File: src/rtl/nabp_param_dual_port_ram.sv
// True dual-port RAM with sequential clear sweep, per-port valid pipeline (latency 1 or 2),
// selectable same-port read-during-write and write-collision flag; NABP_DPRAM_PARITY_EN adds even parity.
`ifndef kFilteredDataLength
`define kFilteredDataLength 16
`endif
`ifndef kProjectionLineSize
`define kProjectionLineSize 8
`endif
`ifndef kSLength
`define kSLength 3
`endif

module nabp_param_dual_port_ram #(
  parameter int pDataLength  = `kFilteredDataLength,
  parameter int pRAMSize     = `kProjectionLineSize,
  parameter int pAddrLength  = `kSLength,
  parameter int pReadLatency = 1,
  parameter int pWriteMode   = 0
) (
  input  logic                   clk,
  input  logic                   reset_n,
  input  logic                   clear,
  output logic                   clear_busy,
  output logic                   collision,
  input  logic                   en_0,
  input  logic                   we_0,
  input  logic [pAddrLength-1:0] addr_0,
  input  logic [pDataLength-1:0] data_in_0,
  output logic [pDataLength-1:0] data_out_0,
  output logic                   valid_0,
`ifdef NABP_DPRAM_PARITY_EN
  output logic                   parity_err_0,
  output logic                   parity_err_1,
`endif
  input  logic                   en_1,
  input  logic                   we_1,
  input  logic [pAddrLength-1:0] addr_1,
  input  logic [pDataLength-1:0] data_in_1,
  output logic [pDataLength-1:0] data_out_1,
  output logic                   valid_1
);

`ifdef NABP_DPRAM_PARITY_EN
  localparam int kParW = 1;
`else
  localparam int kParW = 0;
`endif
  localparam int kWordW = pDataLength + kParW;
  localparam logic [pAddrLength:0]   kSize = (pAddrLength+1)'(pRAMSize);
  localparam logic [pAddrLength-1:0] kLast = pAddrLength'(pRAMSize - 1);

  typedef enum logic {IDLE, SWEEP} state_e;

  state_e                 state_q, state_d;
  logic [pAddrLength-1:0] cnt_q, cnt_d;
  logic                   sweep;

  logic                   en [2];
  logic                   we [2];
  logic [pAddrLength-1:0] addr [2];
  logic [pDataLength-1:0] din [2];
  logic [kWordW-1:0]      wr_word [2];
  logic [kWordW-1:0]      rd_word [2];
  logic                   wr_ok [2];
  logic [kWordW-1:0]      mem_q [pRAMSize];

  logic [pDataLength-1:0] s1_dat_q [2];
  logic                   s1_vld_q [2];
  logic [pDataLength-1:0] out_dat [2];
  logic                   out_vld [2];
  logic                   collision_q, collision_d;

  assign en[0]   = en_0;
  assign en[1]   = en_1;
  assign we[0]   = we_0;
  assign we[1]   = we_1;
  assign addr[0] = addr_0;
  assign addr[1] = addr_1;
  assign din[0]  = data_in_0;
  assign din[1]  = data_in_1;

  function automatic logic [kWordW-1:0] encode(input logic [pDataLength-1:0] d);
`ifdef NABP_DPRAM_PARITY_EN
    return {^d, d};
`else
    return d;
`endif
  endfunction

  always_ff @(posedge clk or negedge reset_n) begin
    if (!reset_n) begin
      state_q <= IDLE;
      cnt_q   <= '0;
    end else begin
      state_q <= state_d;
      cnt_q   <= cnt_d;
    end
  end

  always_comb begin
    state_d = state_q;
    cnt_d   = cnt_q;
    case (state_q)
      IDLE: begin
        if (clear) begin
          state_d = SWEEP;
          cnt_d   = '0;
        end
      end
      SWEEP: begin
        if (clear) begin
          cnt_d = '0;
        end else if (cnt_q == kLast) begin
          state_d = IDLE;
          cnt_d   = '0;
        end else begin
          cnt_d = cnt_q + 1'b1;
        end
      end
      default: state_d = IDLE;
    endcase
  end

  always_comb begin
    sweep      = (state_q == SWEEP);
    clear_busy = sweep;
  end

  // Memory is read before the write lands, so cross-port reads see old contents.
  always_comb begin
    for (int p = 0; p < 2; p++) begin
      wr_word[p] = encode(din[p]);
      wr_ok[p]   = 1'b0;
      rd_word[p] = '0;
      if (!sweep && ({1'b0, addr[p]} < kSize)) begin
        wr_ok[p]   = en[p] & we[p];
        rd_word[p] = (wr_ok[p] && pWriteMode == 0) ? wr_word[p] : mem_q[addr[p]];
      end
    end
    collision_d = wr_ok[0] & wr_ok[1] & (addr[0] == addr[1]);
  end

  // Port 0 is written last so it wins a same-address collision.
  always_ff @(posedge clk) begin
    if (sweep) begin
      mem_q[cnt_q] <= '0;
    end else begin
      if (wr_ok[1]) mem_q[addr[1]] <= wr_word[1];
      if (wr_ok[0]) mem_q[addr[0]] <= wr_word[0];
    end
  end

  always_ff @(posedge clk or negedge reset_n) begin
    if (!reset_n) begin
      collision_q <= 1'b0;
      for (int p = 0; p < 2; p++) begin
        s1_dat_q[p] <= '0;
        s1_vld_q[p] <= 1'b0;
      end
    end else begin
      collision_q <= collision_d;
      for (int p = 0; p < 2; p++) begin
        s1_vld_q[p] <= en[p];
        if (en[p]) s1_dat_q[p] <= rd_word[p][pDataLength-1:0];
      end
    end
  end

`ifdef NABP_DPRAM_PARITY_EN
  logic s1_err_q [2];
  logic out_err [2];

  always_ff @(posedge clk or negedge reset_n) begin
    if (!reset_n) begin
      for (int p = 0; p < 2; p++) s1_err_q[p] <= 1'b0;
    end else begin
      for (int p = 0; p < 2; p++) s1_err_q[p] <= en[p] & (^rd_word[p]);
    end
  end
`endif

  if (pReadLatency == 2) begin : g_lat2
    logic [pDataLength-1:0] s2_dat_q [2];
    logic                   s2_vld_q [2];
`ifdef NABP_DPRAM_PARITY_EN
    logic                   s2_err_q [2];
`endif

    always_ff @(posedge clk or negedge reset_n) begin
      if (!reset_n) begin
        for (int p = 0; p < 2; p++) begin
          s2_dat_q[p] <= '0;
          s2_vld_q[p] <= 1'b0;
`ifdef NABP_DPRAM_PARITY_EN
          s2_err_q[p] <= 1'b0;
`endif
        end
      end else begin
        for (int p = 0; p < 2; p++) begin
          s2_vld_q[p] <= s1_vld_q[p];
          if (s1_vld_q[p]) s2_dat_q[p] <= s1_dat_q[p];
`ifdef NABP_DPRAM_PARITY_EN
          s2_err_q[p] <= s1_err_q[p];
`endif
        end
      end
    end

    always_comb begin
      for (int p = 0; p < 2; p++) begin
        out_dat[p] = s2_dat_q[p];
        out_vld[p] = s2_vld_q[p];
`ifdef NABP_DPRAM_PARITY_EN
        out_err[p] = s2_err_q[p];
`endif
      end
    end
  end else begin : g_lat1
    always_comb begin
      for (int p = 0; p < 2; p++) begin
        out_dat[p] = s1_dat_q[p];
        out_vld[p] = s1_vld_q[p];
`ifdef NABP_DPRAM_PARITY_EN
        out_err[p] = s1_err_q[p];
`endif
      end
    end
  end

  assign data_out_0 = out_dat[0];
  assign data_out_1 = out_dat[1];
  assign valid_0    = out_vld[0];
  assign valid_1    = out_vld[1];
  assign collision  = collision_q;
`ifdef NABP_DPRAM_PARITY_EN
  assign parity_err_0 = out_err[0];
  assign parity_err_1 = out_err[1];
`endif

endmodule

File: config.mk
export PLATFORM = sky130hd
export DESIGN_NAME = nabp_param_dual_port_ram
export DESIGN_NICKNAME = d
export VERILOG_FILES = /design/src/rtl/nabp_param_dual_port_ram.sv
export SDC_FILE = /design/constraint.sdc
export NUM_CORES = 1
export LEC_CHECK = 0
export CORE_ASPECT_RATIO = 0.75
export CORE_MARGIN = 10
export CORE_UTILIZATION = 43
export DETAILED_ROUTE_END_ITERATION = 10
export GPL_TIMING_DRIVEN = 0
export SYNTH_ARGS = -nofsm -noshare
export SYNTH_HDL_FRONTEND = slang
export SYNTH_SLANG_ARGS = --single-unit
export TNS_END_PERCENT = 10
File: constraint.sdc
create_clock -name clk -period 2.43 [get_ports clk]
set_input_delay 0.486 -clock clk [delete_from_list [all_inputs] [get_ports clk]]
set_output_delay 0.486 -clock clk [all_outputs]
set_load 0.05 [all_outputs]
==> results of run 1 <==
## area by class of cell
cell class	instances	area (µm²)
fill	1857	9773
sequential	167	4821
multi-input combinational	602	4173
timing repair buffer	99	1051
clock buffer	21	450.4
buffer	68	379.1
tap	288	360.3
inverter	34	127.6
clock inverter	11	102.6
## path summary, 6_finish.rpt
check | startpoint | to | slack (ps) | depth (start not counted)
min in group clk | en_1 | valid_1 | 300 | 1
worst min-delay path | reset_n | data_out_0[3] | 10 | 1
worst max register to register | clear_busy | mem_q[6][8] | 10 | 5
worst min register to register | data_out_0[0] | data_out_0[0] | 570 | 2
max in group asynchronous | reset_n | data_out_1[15] | 1870 | 2
worst max-delay path | addr_1[1] | data_out_1[7] | -100 | 7
## power by group
group | internal, mW | switching (mW)
combinational | 0.323 | 0.557
sequential | 3.20 | 0.0654
clock | 1.44 | 1.20
## cell families after synthesis
kind of cell	Yosys count	synth area share, %
simple gates	194	9.656
compound gates	254	16.92
flops	167	51.73
mux	149	16.14
fa+ha+maj	2	0.2686
xor+xnor	3	0.2821
buf+inv	102	4.996
## per-stage QoR
step | power (mW) | hold slack [ps]
after detailed placement | 4.110 | 498.1
after global routing | 6.920 | 35.31
final | 6.781 | 11.98
after floorplan | 3.716 | 190.4
after CTS | 6.702 | 32.89
after global placement | 4.075 | 551.9
## worst max-delay path, delay by kind of cell
family                 cells  cell delay, ps
buffers and inverters      3            1740
and+or+nand+nor            2             290
AOI/OAI and AO/OA          2             270
## routing by layer
metal / global-route usage (%) / share of wire [%] / vias up
met5: 0 / 0 / -
met4: 9.937 / 3.6 / 0
met3: 7.922 / 13 / 106
met2: 36.66 / 42 / 632
met1: 35.37 / 42 / 3924
li1: - / - / 3475
## synth_stat cells, types with 3 or more instances
cell / n / share of area (%)
a21oi_1: 35 / 1.9
a221oi_1: 7 / 0.66
a22o_1: 17 / 1.6
a22oi_1: 39 / 3.1
a31oi_1: 10 / 0.67
and2_1: 4 / 0.27
buf_2: 36 / 1.9
buf_4: 4 / 0.32
buf_6: 3 / 0.36
clkbuf_1: 24 / 0.97
dfrtp_1: 39 / 10
edfxtp_1: 128 / 41
inv_1: 33 / 1.3
mux2_2: 10 / 1.2
mux2i_1: 139 / 15
nand2_1: 131 / 5.3
nand3_1: 17 / 0.91
nor2_1: 7 / 0.28
nor2b_1: 5 / 0.34
nor3b_2: 3 / 0.40
o21ai_0: 109 / 5.9
o21ai_1: 6 / 0.32
o21bai_1: 7 / 0.56
o221ai_1: 15 / 1.4
o2bb2ai_1: 7 / 0.66
or2_0: 9 / 0.60
## registers in the layout, summed over array words and instances (netlist names)
register	count
data_out_1	16
clear_busy	1
valid_0	1
data_out_0	16
valid_1	1
cnt_q	3
mem_q	128
collision	1
## timing repair
item                                    4_1_cts  5_1_grt
buffers inserted                              5        8
endpoints found under the setup margin      186      177
pin swaps                                     1        4
resized for setup                            28       15
endpoints found under the hold margin         0        0
==> out/metrics.yaml, run 1 <==
grt:
  grt_use_total_pct: 25.66
  grt_overflow: 0
  grt_pass1_vias: 7782
  grt_max_degree: 22
  grt_pass1_wl_um: 52180
  grt_antenna_before_repair: 0
logic_synthesis:
  synthCells: 871
  ys_warn_count: 0
  synthArstFlopShare_pct: 23.35
  synth_ff_type: "edfxtp_1"
  ys_seq_area_share_pct: 51.73
  synth-edff-count: 128
  ys_ff_latch: 167
  yosysUniqueCellTypes: 47
  syn_area_um2: 9316
  syn-num-nets: 918
  synth_area_per_cell_um2: 10.70
setup_path:
  cp_slowest_stage_delay_ps: 700
  crit_required_ps: 2690
  cp_max_fo: 10
  worstPathCellList: "clkdlybuf4s50_1 > nor2b_1 > clkbuf_1 > buf_2 > a22oi_1 > nand2_1 > o221ai_1"
  cp.arrival_ps: 2790
  worstSetupStartpointType: "input port"
  worstSetupEndpointType: "flip-flop"
  crit_type: "in2reg"
  crit_path_top_delay_cell: "clkdlybuf4s50_1"
clock_network:
  cts_buffers: 17
  cts.path.max_buffers: 2
  clock_sinks: 167
  cts.hold.buffers_added: 0
  path_clk_slew_ps: 70
  worst_skew_pair.late_latency_ps: 440
  cts-root-buf: "clkbuf_16"
  cts_tree: "built"
  htree_num_levels: 4
place:
  globalplace.congestion: 0.9225
  port_buffers: 78
  hpwl_um: 24460
  preCtsSetupSlack_ps: -1169
  place_area_um2: 10610
  numPlacedInstances: 1245
finish:
  syn2layout_area_growth_pct: 23.06
  design_area_um2: 11460
  finalNetCount: 1036
  final_cell_mix: "137 x mux2i_1, 131 x nand2_1, 128 x edfxtp_1"
  final_common_cell: "mux2i_1"
  fin_util_pct: 53.98
  drive_gt1_share_pct: 13.57
  final_cells: 1290
  diodes: 0
floorplanning:
  chipWidth_um: 190.0
  fp.dieH_um: 147.5
  coreArea_um2: 21240
  die_area_um2: 28020
  initial_core_util_pct: 43.87
  ios: 81
  rows: 46
sta:
  hold_violations: 0
  finalMaxSlewViolations: 0
  layout_setup_ws_ps: -102.0
  fin_crit_sh_pct: 104.2
  worst_pin_slew_ps: 1105
  setup_viol: 15
  rsz0062_at_grt: "true"
  slew_headroom_pct: 26.32
  finClkSkew_ps: 12.85
  fmaxAchievable_mhz: 394.9
  setup_tns_ps: -718.9
  post-route-min-period_ps: 2532
drt:
  drc_errors: 0
  ant_nets: 0
  first_iter_violations: 1205
  vias: 8137
  vias_per_cell: 6.308
  routed_wl_um: 36760
  routedWlPerCell_um: 28.50
  drtPass1Iterations: 5
power_and_ir_drop:
  p_leak_nw: 4.634
  pwr_density_cell_nw_per_um2: 591.5
  peakVddDrop_v: 0.0004782
job:
  maxCapViolCount: 0
run_status:
  status: "finished, violations left"
  violations: "negative setup slack"
hold_path:
  min-delay-path-class: "in2async"
(Power assumes the default switching activity.)
==> run 2: changes to the inputs <==
==> constraint.sdc (replaced) <==
create_clock -name clk -period 2.9 [get_ports clk]
set_input_delay 0.58 -clock clk [delete_from_list [all_inputs] [get_ports clk]]
set_output_delay 0.58 -clock clk [all_outputs]
set_load 0.05 [all_outputs]
==> run 2 against run 1 <==
Against the previous run: the flow still finishes with violations (negative setup slack); clock-buffer cell count increased by 1; worst hold slack improved by 110 ps; routed wire length decreased by 2.4%; first-iteration DRC count increased by 2.3%; via count decreased by 2.0%; register-to-register slack improved by 210 ps; non-clock buffer count decreased by 10; utilization decreased by 0.58 points; power decreased by 13%; sequential cell count unchanged; sequential power decreased by 16%; setup slack improved by 30 ps; largest cell class unchanged.
==> out/metrics.yaml, run 2 (synthesized netlist as in run 1, its figures left out) <==
run_status:
  status: "finished, violations left"
  violations: "negative setup slack"
setup_path:
  crit_type: "in2reg"
  cp_max_fo: 10  # unchanged
  worstSetupEndpointType: "flip-flop"
  cp.arrival_ps: 3110  # +320 ps
  crit_required_ps: 3040  # +350 ps
  worstSetupStartpointType: "input port"
job:
  maxCapViolCount: 0  # unchanged
clock_network:
  path_clk_slew_ps: 70  # about the same
  cts_tree: "built"
  cts-root-buf: "clkbuf_16"
  clock_sinks: 167  # unchanged
  cts_buffers: 17  # unchanged
  cts.path.max_buffers: 2  # unchanged
  cts.hold.buffers_added: 0  # unchanged
  worst_skew_pair.late_latency_ps: 440  # about the same
  htree_num_levels: 4  # unchanged
sta:
  hold_violations: 0  # unchanged
  setup_tns_ps: -1099  # -380.0 ps
  slew_headroom_pct: 29.35  # +3.0 points
  worst_pin_slew_ps: 1055  # -49.97 ps
  rsz0062_at_grt: "true"
  finClkSkew_ps: 11.89  # -0.9573 ps
  layout_setup_ws_ps: -71.60  # +30.38 ps
  finalMaxSlewViolations: 0  # unchanged
  post-route-min-period_ps: 2972
  setup_viol: 19  # +4
  holdWs_ps: 118.0  # +106.0 ps
  fin_crit_sh_pct: 102.5
  fmaxAchievable_mhz: 336.5
finish:
  fin_util_pct: 53.40  # -0.58 points
  design_area_um2: 11340  # -1.1%
  finalNetCount: 1026  # -0.97%
  top_register: "mem_q"
  final_cell_mix: "139 x mux2i_1, 131 x nand2_1, 128 x edfxtp_1"
  final_common_cell: "mux2i_1"
  diodes: 0  # unchanged
  syn2layout_area_growth_pct: 21.73
  largest_reg_flops: 128  # unchanged
  drive_gt1_share_pct: 11.79  # -1.8 points
grt:
  grt_pass1_wl_um: 51180  # -1.9%
  grt_pass1_vias: 7573  # -2.7%
  grt_antenna_before_repair: 0  # unchanged
  grt_overflow: 0  # unchanged
  grt_use_total_pct: 25.18  # -0.48 points
  grt_max_degree: 22  # unchanged
floorplanning:
  fp.dieH_um: 147.5  # unchanged
  die_area_um2: 28020  # unchanged
  initial_core_util_pct: 43.87  # unchanged
  rows: 46  # unchanged
  chipWidth_um: 190.0  # unchanged
  coreArea_um2: 21240  # unchanged
  ios: 81  # unchanged
drt:
  drc_errors: 0  # unchanged
  first_iter_violations: 1233  # +2.3%
  routed_wl_um: 35890  # -2.4%
  routedWlPerCell_um: 28.04  # -1.6%
  ant_nets: 0  # unchanged
  drtPass1Iterations: 6  # +1
  vias_per_cell: 6.227  # -1.3%
  vias: 7971  # -2.0%
power_and_ir_drop:
  finalPower_mw: 5.921  # -13%
  pwr_density_cell_nw_per_um2: 522.1  # -12%
  p_leak_nw: 4.573  # -1.3%
  peakVddDrop_v: 0.0003820  # -20%
place:
  port_buffers: 78  # unchanged
  place_area_um2: 10660  # +0.49%
  globalplace.congestion: 0.9348  # +1.3%
  hpwl_um: 24360  # -0.38%
hold_path:
  min-delay-path-class: "in2async"
run 2: cell types whose count changed in the layout (fill, tap and decap cells not counted), moves of 4 or more:
cell and change:
clkdlybuf4s50_1 +4, dlymetal6s2s_1 -4, buf_12 -4, buf_2 +5, clkbuf_1 +5, buf_4 -10
run 2: final timing paths:
kind,from,endpoint,slack (ps),cells past startpoint
setup / recovery,we_1,mem_q[6][0],-70,7
hold / removal,reset_n,data_out_0[3],120,1
setup reg to reg,clear_busy,mem_q[7][14],220,5
hold reg to reg,data_out_0[0],data_out_0[0],560,2
max in group asynchronous,reset_n,data_out_0[8],2240,2
min in group clk,data_out_0[0],data_out_0[0],560,2
run 2: layout make-up:
class                           instances  area (µm²)
Inverter                               34       127.6
Tap cell                              288       360.3
Clock buffer                           22       454.2
Buffer                                 68       344.1
Fill cell                            1891        9897
Timing Repair Buffer                   89       968.4
Sequential cell                       167        4820
Multi-Input combinational cell        602        4095
Clock inverter                         10       171.4
run 2: per-layer routing:
layer	GRT usage (%)	up-vias	part of all wire [%]
met5	0	-	0
li1	-	3458	-
met4	7.799	0	2.6
met3	6.041	76	13
met1	36.04	3862	43
met2	36.55	575	42
run 2: power breakdown:
part	switching [mW]	internal, mW	total (mW)
logic	0.449	0.258	0.708
clock network	1.01	1.47	2.48
registers	0.0526	2.68	2.73
total	1.51	4.41	5.92
run 2: per-stage QoR:
stage          std cells  worst slack, ps
6_report            1280           -71.60
5_1_grt             1280           -70.84
3_5_place_dp        1246           -789.6
4_1_cts             1280            18.34
3_3_place_gp        1237            -2357
2_1_floorplan        871           -32.12
run 2: what timing repair did:
item	CTS	global route
endpoints found under the setup margin	25	61
resized for setup	3	8
buffers inserted	2	0
run 2: critical path: stages:
cell and delay (ps):
clkdlybuf4s50_1 620, and2_1 160, buf_2 260, a21boi_0 280
or2_2 390, o21bai_2 560, buf_8 260
==> run 3: changes to the inputs <==
==> constraint.sdc (replaced) <==
create_clock -name clk -period 2.95 [get_ports clk]
set_input_delay 0.59 -clock clk [delete_from_list [all_inputs] [get_ports clk]]
set_output_delay 0.59 -clock clk [all_outputs]
set_load 0.05 [all_outputs]
==> run 3 against run 2 <==
Against the previous run: the run still ends with negative setup slack left; worst hold slack better by 11 ps; clock-buffer cell count did not move; final cell count unchanged; utilization fell by 0.059 points; critical path depth did not move; global-route usage is the same; setup slack better by 37 ps; sequential cell count did not move; clock power decreased by 2%; sequential share of layout area barely moved; critical endpoint is now mem_q[7][14]; largest cell class unchanged.
==> out/metrics.yaml, run 3 (synthesized netlist as in run 1, its figures left out) <==
place:
  place_area_um2: 10660  # unchanged
  numPlacedInstances: 1246  # unchanged
  preCtsSetupSlack_ps: -749.6  # +40.00 ps
  port_buffers: 78  # unchanged
  hpwl_um: 24360  # unchanged
  globalplace.congestion: 0.9348  # unchanged
job:
  maxCapViolCount: 0  # unchanged
finish:
  finalNetCount: 1026  # unchanged
  top_register: "mem_q"
  seq_area_um2: 4820  # unchanged
  fin_util_pct: 53.34  # -0.059 points
  syn2layout_area_growth_pct: 21.60
  drive_gt1_share_pct: 11.69  # -0.10 points
  final_common_cell: "mux2i_1"
  largest_reg_flops: 128  # unchanged
  multi_input_area_um2: 4083  # -0.31%
  final_cell_mix: "139 x mux2i_1, 131 x nand2_1, 128 x edfxtp_1"
  design_area_um2: 11330  # -0.11%
  diodes: 0  # unchanged
  n_fill_cell: 1891  # unchanged
  final_cells: 1280  # unchanged
setup_path:
  worstSetupEndpointType: "flip-flop"
  cp_num_buf_inv: 3  # unchanged
  r2r_slack_ps: 260  # +40 ps
  crit_path_start: "we_1"
  worstSetupStartpointType: "input port"
  critPathTopFamily: "buffers and inverters"
  crit_path_top_delay_cell: "o21bai_2"
  worstPathCellList: "clkdlybuf4s50_1 > and2_1 > buf_2 > a31oi_1 > or2_2 > o21bai_2 > buf_8"
  cp.arrival_ps: 3120  # about the same
  cp_slowest_stage_delay_ps: 630  # about the same
  r2r_start: "clear_busy"
  cp_max_fo: 9  # -1
  crit_type: "in2reg"
  crit_required_ps: 3090  # +50 ps
drt:
  routed_wl_um: 35870  # about the same
  routedWlPerCell_um: 28.02  # about the same
  drc_errors: 0  # unchanged
  vias_per_cell: 6.223  # about the same
  vias: 7966  # -0.063%
  drtPass1Iterations: 6  # unchanged
  ant_nets: 0  # unchanged
  first_iter_violations: 1293  # +4.9%
run_status:
  status: "finished, violations left"
  violations: "negative setup slack"
power_and_ir_drop:
  p_sw_mw: 1.475  # -2.1%
  finalPower_mw: 5.812  # -1.8%
  combinationalPowerShare_pct: 11.9  # about the same
  power_switching_share_pct: 25.39  # -0.081 points
  p_leak_nw: 4.571  # about the same
  pwr-share-clk_pct: 41.9  # about the same
  p_int_mw: 4.336  # -1.7%
  peakVddDrop_v: 0.0003764  # -1.5%
  pwr_density_cell_nw_per_um2: 513.0  # -1.7%
  seq_power_share_pct: 46.2  # about the same
sta:
  setup_viol: 10  # -9
  slew_headroom_pct: 7.010  # -22 points
  layout_setup_ws_ps: -34.12  # +37.48 ps
  holdWs_ps: 129.2  # +11.22 ps
  finClkSkew_ps: 11.98  # +0.08890 ps
  hold_violations: 0  # unchanged
  worst_pin_slew_ps: 1384  # +329.0 ps
  setup_tns_ps: -245.4  # +853.5 ps
  finalMaxSlewViolations: 0  # unchanged
  fin_crit_sh_pct: 101.2
  fmaxAchievable_mhz: 335.1
  post-route-min-period_ps: 2984
  rsz0062_at_grt: "true"
clock_network:
  cts.hold.buffers_added: 0  # unchanged
  htree_num_levels: 4  # unchanged
  cts_buffers: 17  # unchanged
  cts-root-buf: "clkbuf_16"
  worst_skew_pair.late_latency_ps: 440  # about the same
  clock_sinks: 167  # unchanged
  cts_tree: "built"
  path_clk_slew_ps: 70  # about the same
  cts.path.max_buffers: 2  # unchanged
grt:
  grt_antenna_before_repair: 0  # unchanged
  grt_use_total_pct: 25.18  # unchanged
  grt_pass1_vias: 7573  # unchanged
  grt_overflow: 0  # unchanged
  met2_usage_pct: 36.55  # unchanged
  gr-usage-met1_pct: 36.04  # unchanged
  grt-busiest-layer: "met2"
  grt_max_degree: 22  # unchanged
  grt_use_met3_pct: 6.041  # unchanged
  grt_pass1_wl_um: 51180  # unchanged
floorplanning:
  die_area_um2: 28020  # unchanged
  fp.dieH_um: 147.5  # unchanged
  initial_core_util_pct: 43.87  # unchanged
  rows: 46  # unchanged
  ios: 81  # unchanged
  coreArea_um2: 21240  # unchanged
  chipWidth_um: 190.0  # unchanged
hold_path:
  min-delay-path-class: "in2async"
[run 3: cell counts in the layout (fill, tap and decap cells not counted)]
No cell type changed its count.
[run 3: final timing paths]
check / cells past startpoint / to
max: 7 / mem_q[7][14]
min: 1 / data_out_0[3]
max reg2reg: 5 / mem_q[7][14]
min reg2reg: 2 / data_out_0[0]
max in group asynchronous: 2 / data_out_0[8]
min in group clk: 2 / data_out_0[0]
[run 3: what timing repair did]
action / 4_1_cts / 5_1_grt
endpoints found under the setup margin: 25 / 41
pin swaps: 0 / 0
resized for setup: 3 / 6
buffers inserted: 2 / 0
[run 3: power groups by stage]
stage	sequential [mW]	combinational [mW]	clock (mW)
3_5_place_dp	2.73	0.670	0
3_3_place_gp	2.74	0.617	0
5_1_grt	2.70	0.725	2.53
4_1_cts	2.68	0.673	2.43
6_report	2.69	0.693	2.43
2_1_floorplan	2.74	0.324	0
[run 3: final cells by class]
cell class                 instances  area share, %
tap                              288          3.181
timing repair buffer              89          8.549
buffer                            68          3.037
clock buffer                      22          4.009
inverter                          34          1.127
multi-input combinational        602          36.04
clock inverter                    10          1.513
sequential                       167          42.54
[run 3: routing by layer]
layer  wire length, µm  part of all wire, %
met1             15010                   42
met2             15110                   42
met3              4772                   13
met4               978                  2.7
met5                 0                    0
